$ cat config.mk
export PLATFORM = sky130hd
export DESIGN_NAME = fpu_to_int
export DESIGN_NICKNAME = d
export VERILOG_FILES = /design/src/rtl/fpu_to_int.sv
export SDC_FILE = /design/constraint.sdc
export NUM_CORES = 1
export LEC_CHECK = 0
export CORE_AREA = 2 2 177 161
export CTS_CLUSTER_DIAMETER = 50
export DETAILED_ROUTE_END_ITERATION = 12
export DIE_AREA = 0 0 179 163
export GPL_TIMING_DRIVEN = 0
export PLACE_DENSITY = 0.54
export SLEW_MARGIN = 0
export SYNTH_ARGS = -nofsm -noshare
export SYNTH_HDL_FRONTEND = slang
export SYNTH_SLANG_ARGS = --single-unit
$ cat constraint.sdc
create_clock -name clock100KHz -period 2.89 [get_ports clock100KHz]
set_clock_uncertainty 0.2 [all_clocks]
set_input_delay 0.4335 -clock clock100KHz [delete_from_list [all_inputs] [get_ports clock100KHz]]
set_output_delay 0.4335 -clock clock100KHz [all_outputs]
set_load 0.01 [all_outputs]
$ cat src/rtl/fpu_to_int.sv
// Float-to-integer unpack: converts a packed FPU word to a signed integer,
// truncating toward zero, using a one-bit-per-cycle shift FSM.
module fpu_to_int #(
    parameter int EXP_W  = 6,
    parameter int MANT_W = 25,
    parameter int BIAS   = 31,
    parameter int OUT_W  = 32
) (
    input  logic                      clock100KHz,
    input  logic                      reset,
    input  logic                      start,
    input  logic [EXP_W+MANT_W:0]     op_in,
    output logic [OUT_W-1:0]          data_out,
    output logic [3:0]                status_out,
    output logic                      busy,
    output logic                      done
);

    localparam int IN_W  = 1 + EXP_W + MANT_W;
    localparam int SIG_W = MANT_W + 1;
    localparam int ACC_W = OUT_W + MANT_W;
    localparam int CNT_W = EXP_W + 1;

    localparam logic [CNT_W-1:0] PT_C   = CNT_W'(BIAS + MANT_W);
    localparam logic [EXP_W-1:0] E_BIAS = EXP_W'(BIAS);
    localparam logic [EXP_W-1:0] E_TOP  = EXP_W'(BIAS + OUT_W - 1);

    localparam logic [3:0] ST_EXACT = 4'b0001;
    localparam logic [3:0] ST_INEX  = 4'b0010;
    localparam logic [3:0] ST_OVF   = 4'b0100;
    localparam logic [3:0] ST_UNF   = 4'b1000;

    localparam logic [OUT_W-1:0] INT_MIN = {1'b1, {(OUT_W-1){1'b0}}};

    typedef enum logic [1:0] {
        IDLE,
        CHECK,
        SHIFT,
        SIGN
    } state_t;

    state_t              state_q;
    logic                s_q;
    logic [EXP_W-1:0]    e_q;
    logic [SIG_W-1:0]    sig_q;
    logic [ACC_W-1:0]    acc_q;
    logic [CNT_W-1:0]    cnt_q;
    logic                left_q;
    logic                sticky_q;
    logic [OUT_W-1:0]    data_q;
    logic [3:0]          status_q;
    logic                done_q;

    logic [CNT_W-1:0]    e_x;
    logic                left_d;
    logic [CNT_W-1:0]    n_d;
    logic [OUT_W-1:0]    mag_d;

    // Binary point of the accumulator sits BIAS+MANT_W bits above bit 0.
    always_comb begin
        e_x    = {1'b0, e_q};
        left_d = (e_x > PT_C);
        n_d    = left_d ? (e_x - PT_C) : (PT_C - e_x);
        mag_d  = acc_q[OUT_W-1:0];
    end

    always_ff @(posedge clock100KHz) begin
        if (reset) begin
            state_q  <= IDLE;
            s_q      <= 1'b0;
            e_q      <= '0;
            sig_q    <= '0;
            acc_q    <= '0;
            cnt_q    <= '0;
            left_q   <= 1'b0;
            sticky_q <= 1'b0;
            data_q   <= '0;
            status_q <= '0;
            done_q   <= 1'b0;
        end else begin
            done_q <= 1'b0;
            unique case (state_q)
                IDLE: begin
                    if (start) begin
                        s_q     <= op_in[IN_W-1];
                        e_q     <= op_in[IN_W-2:MANT_W];
                        sig_q   <= {1'b1, op_in[MANT_W-1:0]};
                        state_q <= CHECK;
                    end
                end
                CHECK: begin
                    if (e_q == '0) begin
                        data_q   <= '0;
                        status_q <= ST_EXACT;
                        done_q   <= 1'b1;
                        state_q  <= IDLE;
                    end else if (e_q < E_BIAS) begin
                        data_q   <= '0;
                        status_q <= ST_UNF;
                        done_q   <= 1'b1;
                        state_q  <= IDLE;
                    end else if (e_q > E_TOP) begin
                        data_q   <= '0;
                        status_q <= ST_OVF;
                        done_q   <= 1'b1;
                        state_q  <= IDLE;
                    end else if (e_q == E_TOP) begin
                        // Only -2^(OUT_W-1) itself is representable here.
                        if (s_q && (sig_q[MANT_W-1:0] == '0)) begin
                            data_q   <= INT_MIN;
                            status_q <= ST_EXACT;
                        end else begin
                            data_q   <= '0;
                            status_q <= ST_OVF;
                        end
                        done_q  <= 1'b1;
                        state_q <= IDLE;
                    end else begin
                        acc_q    <= ACC_W'(sig_q);
                        sticky_q <= 1'b0;
                        cnt_q    <= n_d;
                        left_q   <= left_d;
                        state_q  <= (n_d == '0) ? SIGN : SHIFT;
                    end
                end
                SHIFT: begin
                    if (left_q) begin
                        acc_q <= acc_q << 1;
                    end else begin
                        acc_q    <= acc_q >> 1;
                        sticky_q <= sticky_q | acc_q[0];
                    end
                    cnt_q <= cnt_q - 1'b1;
                    if (cnt_q == CNT_W'(1)) begin
                        state_q <= SIGN;
                    end
                end
                SIGN: begin
                    data_q   <= s_q ? (-mag_d) : mag_d;
                    status_q <= sticky_q ? ST_INEX : ST_EXACT;
                    done_q   <= 1'b1;
                    state_q  <= IDLE;
                end
                default: state_q <= IDLE;
            endcase
        end
    end

    assign data_out   = data_q;
    assign status_out = status_q;
    assign done       = done_q;
    assign busy       = (state_q != IDLE);

endmodule

## Word level (Yosys, flattened, before mapping)

Index checks and enable logic that the tools add are counted.

| operators by class | value |
|---|---|
| add/subtract/negate cells | 4 |
| $lt $le $gt $ge | 3 |
| eq/ne operators | 13 |
| multiplexer cells | 45 |
| bitwise gates (word level) | 5 |
| reduce and logical (&&, ||, !) cells | 14 |

Operator list:

| operator | count |
|---|---|
| $mux 57 | 5 |
| $mux 32 | 6 |
| $pmux 57 s2 | 1 |
| $pmux 32 s2 | 1 |
| $mux 7 | 5 |
| $neg 32->32 | 1 |
| $logic_not 25->1 | 1 |
| $mux 4 | 4 |
| $mux 2 | 7 |
| $ne 2x2->1 const B | 7 |
| $pmux 7 s2 | 1 |
| $gt 6x6->1 const B | 2 |
| $mux 1 | 10 |
| $reduce_and 5->1 | 2 |
| $pmux 2 s4 | 1 |
| $pmux 4 s2 | 1 |
| $eq 7x1->1 const B | 1 |
| $logic_not 7->1 | 1 |
| $sub 6x6->7 const A | 1 |
| $sub 6x6->7 const B | 1 |
| $sub 7x1->7 const B | 1 |
| $eq 6x6->1 const B | 1 |
| $logic_not 6->1 | 1 |
| $lt 6x5->1 const B | 1 |
| 12 further kinds | 21 |

| word-level totals | value |
|---|---|
| register bits after elaboration | 138 |
| input bits | 35 |
| output and inout port bits | 38 |
| logic and storage cells | 95 |

## Longest topological paths before layout

Gate-level depths: netlist (run 1).

| depth | value |
|---|---|
| depth after elaboration | 9 |
| gate-level depth with buffers | 9 |
| mapped depth without buffers | 7 |

## Worst setup path after synthesis (run 1)

OpenSTA, ideal clock, no wires.

| path | value |
|---|---|
| path kind | register to register |
| from | reg acc_q[15] |
| to | reg data_q[31], in the netlist data_out[31] |
| setup time | 95 ps |
| arrival | 2,449 ps |
| data required time | 2,595 ps |
| slack | 145 ps |
| cell stages (with the launch flop) | 8 |
| path through | dfxtp_1 -> buf_6 -> or4_4 -> or4_4 -> buf_6 -> nor4_1 -> mux2_2 -> a221oi_1 |

| on the way | value |
|---|---|
| word-level cells in the longest chain between the ends | 3 |

Ends and longest elaborated chain:

| item | RTL line | RTL |
|---|---|---|
| start, declared | 46 | `logic [ACC_W-1:0] acc_q;` |
| start signal, assigned | 119 | `acc_q <= ACC_W'(sig_q);` |
| start signal, assigned | 128 | `acc_q <= acc_q << 1;` |
| start signal, assigned | 130 | `acc_q <= acc_q >> 1;` |
| $neg 32->32 | 139 | `data_q <= s_q ? (-mag_d) : mag_d;` |
| $mux 32 | 139 |  |
| $pmux 32 s2 | 82 | `unique case (state_q)` |
| end signal, assigned | 139 |  |
| end, declared | 50 | `logic [OUT_W-1:0] data_q;` |

No other way between the ends.
A chain may end at the register's enable or synchronous reset.

## Worst setup path in the final report (run 1)

Ends and elaborated chain as after synthesis.

==> flow_metrics.env, run 1 <==
export IMPL_viasPerCell=4.95
export IMPL_io_buffer_count=72
export IMPL_root_buffer="clkbuf_16"
export IMPL_min_path_type="reg -> reg"
export IMPL_cp_arrival_ps=2930
export IMPL_fin_area_mm2=0.00863
export IMPL_synth_common_cells="dfxtp_1, nand2_1, nor2_1, a21oi_1, clkbuf_1"
export IMPL_path_max_fanout=10
export IMPL_placedInstanceArea_mm2=0.00791
export IMPL_syn_area_mm2=0.00674
export IMPL_r2r_end="data_out[31]"
export IMPL_layout_drive_gt1_share=0.0695
export IMPL_fin_nets=939
export IMPL_start_kind="flip-flop"
export IMPL_crit_path_end_kind="flip-flop"
export IMPL_yosys_warnings=0
export IMPL_syn_to_final_growth_pct=28.2
export IMPL_vias=6268
export IMPL_route_detailed_drc=0
export IMPL_hold_violations=0
export IMPL_synth_seq_cells=138
export IMPL_run_status="finished clean"
export IMPL_timing_final_crit_period_ps=2790
export IMPL_final_setup_worst_slack_ps=102
export IMPL_tritoncts="built"
export IMPL_routed_wl_mm=20.9
export IMPL_setup_worst_path_end="data_out[31]"
export IMPL_synth_most_common_cell="dfxtp_1"
export IMPL_min_path_cells=1
export IMPL_cts_htree_levels=4
export IMPL_die_area_mm2=0.0292
export IMPL_drt_initial_drc_count=374
export IMPL_synthTopCellsByArea="dfxtp_1, mux2i_1, nand2_1"
export IMPL_period_share=0.965
export IMPL_fillers=2881
export IMPL_wl_per_cell_um=16.5
export IMPL_dp_slack_ps=-510
export IMPL_relSlewSlack=0.479
export IMPL_cts_sinks=138
export IMPL_fp_dieW_um=179
export IMPL_clk_latency_ps=430
export IMPL_leakage_uw=0.00290
export IMPL_totalNegativeSetupSlack_ps=0
export IMPL_setup_viol=0
export IMPL_synth_top_area_share=0.410
export IMPL_worstSetupStartpoint="acc_q[15]"
export IMPL_grt_pass1_vias=5829
export IMPL_start_util=0.245
export IMPL_grt_antenna_before_repair=0
export IMPL_syn_nets=846
export IMPL_crit_type="reg -> reg"
export IMPL_dp_hpwl_mm=15.4
export IMPL_antenna_left=0
export IMPL_postCtsHoldBufs=0
export IMPL_synthCells=801
export IMPL_synthFlopType="dfxtp_1"
export IMPL_synth_cell_types=54
export IMPL_synthArstFlopShare=0
export IMPL_synth_top_area_cell="dfxtp_1"
export IMPL_worstMarginPinSlew_ps=771
export IMPL_ir_drop_mv=0.317
export IMPL_rrSetupSlack_ps=100
export IMPL_die_h_um=163
export IMPL_n_antenna_cell=0
export IMPL_core_area_mm2=0.0275
export IMPL_final_instance_count_excl_fill=1267
export IMPL_first_pass_iters=5
export IMPL_gp_congestion=0.819
export IMPL_boundaryPins=73
export IMPL_rr_worst_depth=7
export IMPL_yosysSeqAreaShare=0.410
export IMPL_max_cap_viol_count=0
export IMPL_fmax_ghz=0.359
export IMPL_syn_area_per_cell_um2=8.41
export IMPL_power_density_mw_per_mm2=607
export IMPL_gr_total_overflow=0
export IMPL_finalHoldWorstSlack_ps=279
export IMPL_grt_first_pass_wirelength_mm=32.6
export IMPL_grt_max_degree=17
export IMPL_grt_usage=0.145
export IMPL_clockBufferDepth=2
export IMPL_maxSlewViolCount=0
export IMPL_worstPathRequired_ps=3030
export IMPL_synth_edf_count=0
export IMPL_rows=58
export IMPL_clkTransAtPathRegs_ps=60
export IMPL_r2r_start="acc_q[15]"
export IMPL_numCtsBuffers=17
export IMPL_dp_cells=1233
## logic make-up after synthesis
| logic type | after synthesis | synth area share |
|---|---|---|
| buf+inv | 85 | 0.0501 |
| mux | 57 | 0.0851 |
| fa+ha+maj | 10 | 0.0186 |
| compound gates | 214 | 0.220 |
| xor+xnor | 31 | 0.0403 |
| flops | 138 | 0.410 |
| simple gates | 266 | 0.175 |
## layout make-up
type                            instances  area, µm²  area share
Buffer                                 68        287      0.0332
Clock buffer                           22        484      0.0561
Clock inverter                         10        163      0.0188
Inverter                               16       60.1     0.00696
Multi-Input combinational cell        578       3680       0.427
Sequential cell                       138       2760       0.320
Tap cell                              360        450      0.0522
Timing Repair Buffer                   75        743      0.0861
## flip-flops by register name (all words and copies together) (netlist names), named ones only
name / flops
e_q: 6
cnt_q: 7
acc_q: 57
done: 1
state_q: 1
data_out: 32
s_q: 1
status_out: 4
sig_q: 26
sticky_q: 1
left_q: 1
## power by group
group | switching [µW] | internal, µW | total [µW]
sequential | 98.5 | 1980 | 2080
combinational | 450 | 311 | 761
clock | 866 | 1540 | 2400
total | 1420 | 3830 | 5240
## metrics by stage
stage	utilization	total power (µW)
3_5_place_dp	0.288	2830
3_3_place_gp	0.288	2820
2_1_floorplan	-	2580
4_1_cts	0.312	5240
5_1_grt	0.314	5450
6_report	0.314	5240
## metal layers
| metal | part of all wire | up-vias | track usage |
|---|---|---|---|
| li1 | - | 3077 | - |
| met1 | 0.51 | 2983 | 0.214 |
| met2 | 0.42 | 186 | 0.205 |
| met3 | 0.055 | 22 | 0.0324 |
| met4 | 0.017 | 0 | 0.0480 |
| met5 | 0 | - | 0 |
## critical path: stages (launching register included)
cell      delay, ps
dfxtp_1         310
buf_6           130
or4_4           560
or4_4           530
buf_6           170
nor4_4          280
mux2_4          330
a221oi_2        190
## worst min path at each step
stage / from / end / slack [ps]
global placement: sig_q[25] / sig_q[25] / 250
global route: acc_q[56] / acc_q[56] / 290
CTS: acc_q[56] / acc_q[56] / 270
finish: data_out[27] / data_out[27] / 280
floorplan: sig_q[25] / sig_q[25] / 240
detailed placement: acc_q[56] / acc_q[56] / 260
## cells in the final DEF, fill, tap and decap left out, types with 17 or more instances in the layout
master and count:
dfxtp_1 137, nand2_1 106, nor2_1 94, a21oi_1 72, clkdlybuf4s50_1 72, mux2i_1 55
clkbuf_1 52, a31oi_1 38, a221oi_1 26, xnor2_1 23, a22o_1 19, clkbuf_16 17
## repair_timing
item                                    CTS  global route
gates resized for setup                   9            11
gates cloned                              0             0
endpoints found under the setup margin   44            81
setup buffers                             0             3
pin swaps                                 0             2
(Power assumes the default switching activity.)
==> run 2, diff against run 1 <==
==> constraint.sdc (replaced) <==
create_clock -name clock100KHz -period 2.89 [get_ports clock100KHz]
set_clock_uncertainty 0.2 [all_clocks]
set_input_delay 0.867 -clock clock100KHz [delete_from_list [all_inputs] [get_ports clock100KHz]]
set_output_delay 0.867 -clock clock100KHz [all_outputs]
set_load 0.01 [all_outputs]
==> run 2 against run 1 <==
  * Die area unchanged
  * Final cell count about the same
  * Total power about the same
  * Largest cell class unchanged
  * Count of clock-buffer cells in the layout is the same
  * Worst setup slack got worse by 16 ps
  * Critical path depth shrank 3
  * Fmax down 0.57%
  * Design area hardly changed
  * Non-clock buffer count decreased by 1
  * Combinational power barely moved
  * Largest power group unchanged
  * Global-route usage barely moved
  * Wire length down 0.13%
==> flow_metrics.env, run 2 (same netlist as run 1, synthesis figures left out) <==
export IMPL_dp_hpwl_mm=15.4
export IMPL_crit_type="reg -> out"
export IMPL_setup_viol=0
export IMPL_rows=58
export IMPL_boundaryPins=73
export IMPL_clkTransAtPathRegs_ps=60
export IMPL_final_instance_count_excl_fill=1266
export IMPL_period_share=0.970
export IMPL_grt_usage=0.145
export IMPL_routed_wl_mm=20.9
export IMPL_swShare=0.270
export IMPL_antenna_left=0
export IMPL_path_max_fanout=10
export IMPL_total_power_uw=5240
export IMPL_root_buffer="clkbuf_16"
export IMPL_layout_common_cells="dfxtp_1, nand2_1, nor2_1"
export IMPL_gp_congestion=0.819
export IMPL_power_density_mw_per_mm2=607
export IMPL_grt_pass1_vias=5838
export IMPL_min_path_type="reg -> reg"
export IMPL_p_sw_uw=1410
export IMPL_clockBufferDepth=2
export IMPL_grt_antenna_before_repair=0
export IMPL_vias=6270
export IMPL_timing_final_crit_period_ps=2800
export IMPL_viasPerCell=4.95
export IMPL_largest_register="acc_q"
export IMPL_layout_drive_gt1_share=0.0762
export IMPL_worstPathRequired_ps=1820
export IMPL_worstMarginPinSlew_ps=766
export IMPL_ir_drop_mv=0.319
export IMPL_syn_to_final_growth_pct=28.2
export IMPL_max_cap_viol_count=0
export IMPL_grt_max_degree=17
export IMPL_largest_register_ffs=57
export IMPL_pwr_share_seq=0.397
export IMPL_placedInstanceArea_mm2=0.00791
export IMPL_fmax_ghz=0.357
export IMPL_grt_first_pass_wirelength_mm=32.7
export IMPL_wl_per_cell_um=16.5
export IMPL_p_int_uw=3830
export IMPL_die_h_um=163
export IMPL_gr_total_overflow=0
export IMPL_first_pass_iters=5
export IMPL_core_area_mm2=0.0275
export IMPL_fillers=2880
export IMPL_n_antenna_cell=0
export IMPL_clk_latency_ps=430
export IMPL_maxSlewViolCount=0
export IMPL_relSlewSlack=0.482
export IMPL_fin_area_mm2=0.00864
export IMPL_drt_initial_drc_count=353
export IMPL_cts_htree_levels=4
export IMPL_fp_dieW_um=179
export IMPL_run_status="finished clean"
export IMPL_comb_power_share=0.145
export IMPL_fin_nets=938
export IMPL_route_detailed_drc=0
export IMPL_mostFrequentLayoutCell="dfxtp_1"
export IMPL_tritoncts="built"
export IMPL_die_area_mm2=0.0292
export IMPL_cts_sinks=138
export IMPL_start_kind="flip-flop"
export IMPL_numCtsBuffers=17
export IMPL_leakage_uw=0.00291
export IMPL_hold_violations=0
export IMPL_start_util=0.245
export IMPL_dp_cells=1233
export IMPL_cp_arrival_ps=1740
export IMPL_clkPwrFrac=0.458
export IMPL_crit_path_end_kind="primary output"
export IMPL_io_buffer_count=72
==> run 2: cell types whose count changed in the layout (fill, tap and decap cells not counted), sizes merged <==
cell and delta:
clkbuf -1
==> run 2: stage by stage <==
stage	TNS, ps	util	setup WS [ps]	hold slack, ps
after floorplan	0	-	145	240
after global placement	-33230	0.288	-536	253
after detailed placement	-33320	0.288	-539	263
after CTS	-0.186	0.312	-0.186	271
after global routing	-19.2	0.314	-13.9	293
final	0	0.314	85.8	279
==> run 2: worst paths after layout <==
path,from,to,slack [ps],cells past startpoint
worst max-delay path,flip-flop,busy,90,4
worst min-delay path,data_out[27],data_out[27],280,1
worst max register to register,acc_q[15],data_out[31],100,7
worst min register to register,data_out[27],data_out[27],280,1
==> run 2: final cells by class <==
class	instances	area [µm²]	share of cell area
repair buffers	75	743	0.0860
well taps	360	450	0.0521
clock inverters	10	163	0.0188
multi-input cells	578	3690	0.427
flip-flops and latches	138	2770	0.320
clock buffers	22	484	0.0560
inverters	16	60.1	0.00695
plain buffers	67	288	0.0333
==> run 2: timing repair <==
| item | in CTS | in global routing |
|---|---|---|
| gates resized for setup | 12 | 15 |
| cloned | 0 | 0 |
| endpoints found under the setup margin | 54 | 92 |
| hold buffers | 0 | 0 |
| pin swaps | 0 | 2 |
| buffers inserted | 0 | 3 |
==> run 2: power by group through the flow <==
stage / Clock [µW] / Combinational, µW / Sequential (µW)
2_1_floorplan: 0 / 497 / 2080
3_3_place_gp: 0 / 706 / 2110
3_5_place_dp: 0 / 711 / 2110
4_1_cts: 2450 / 721 / 2080
5_1_grt: 2520 / 833 / 2090
6_report: 2400 / 760 / 2080
==> run 2: metal layers <==
metal | up-vias | share of wire | track usage
met5 | - | 0 | 0
li1 | 3080 | - | -
met4 | 0 | 0.021 | 0.0480
met3 | 32 | 0.060 | 0.0329
met2 | 183 | 0.42 | 0.205
met1 | 2975 | 0.50 | 0.213
==> run 2: critical path, cell delays in order, from the launching register on <==
cell	delay, ps
dfxtp_1	330
clkbuf_2	220
nor2_2	80
inv_1	120
clkdlybuf4s50_1	560
==> run 3, diff against run 2 <==
CAP_MARGIN = 20   (was unset)
==> results of run 3 <==
No change in the layout: final DEF, timing and power equal those of run 2.
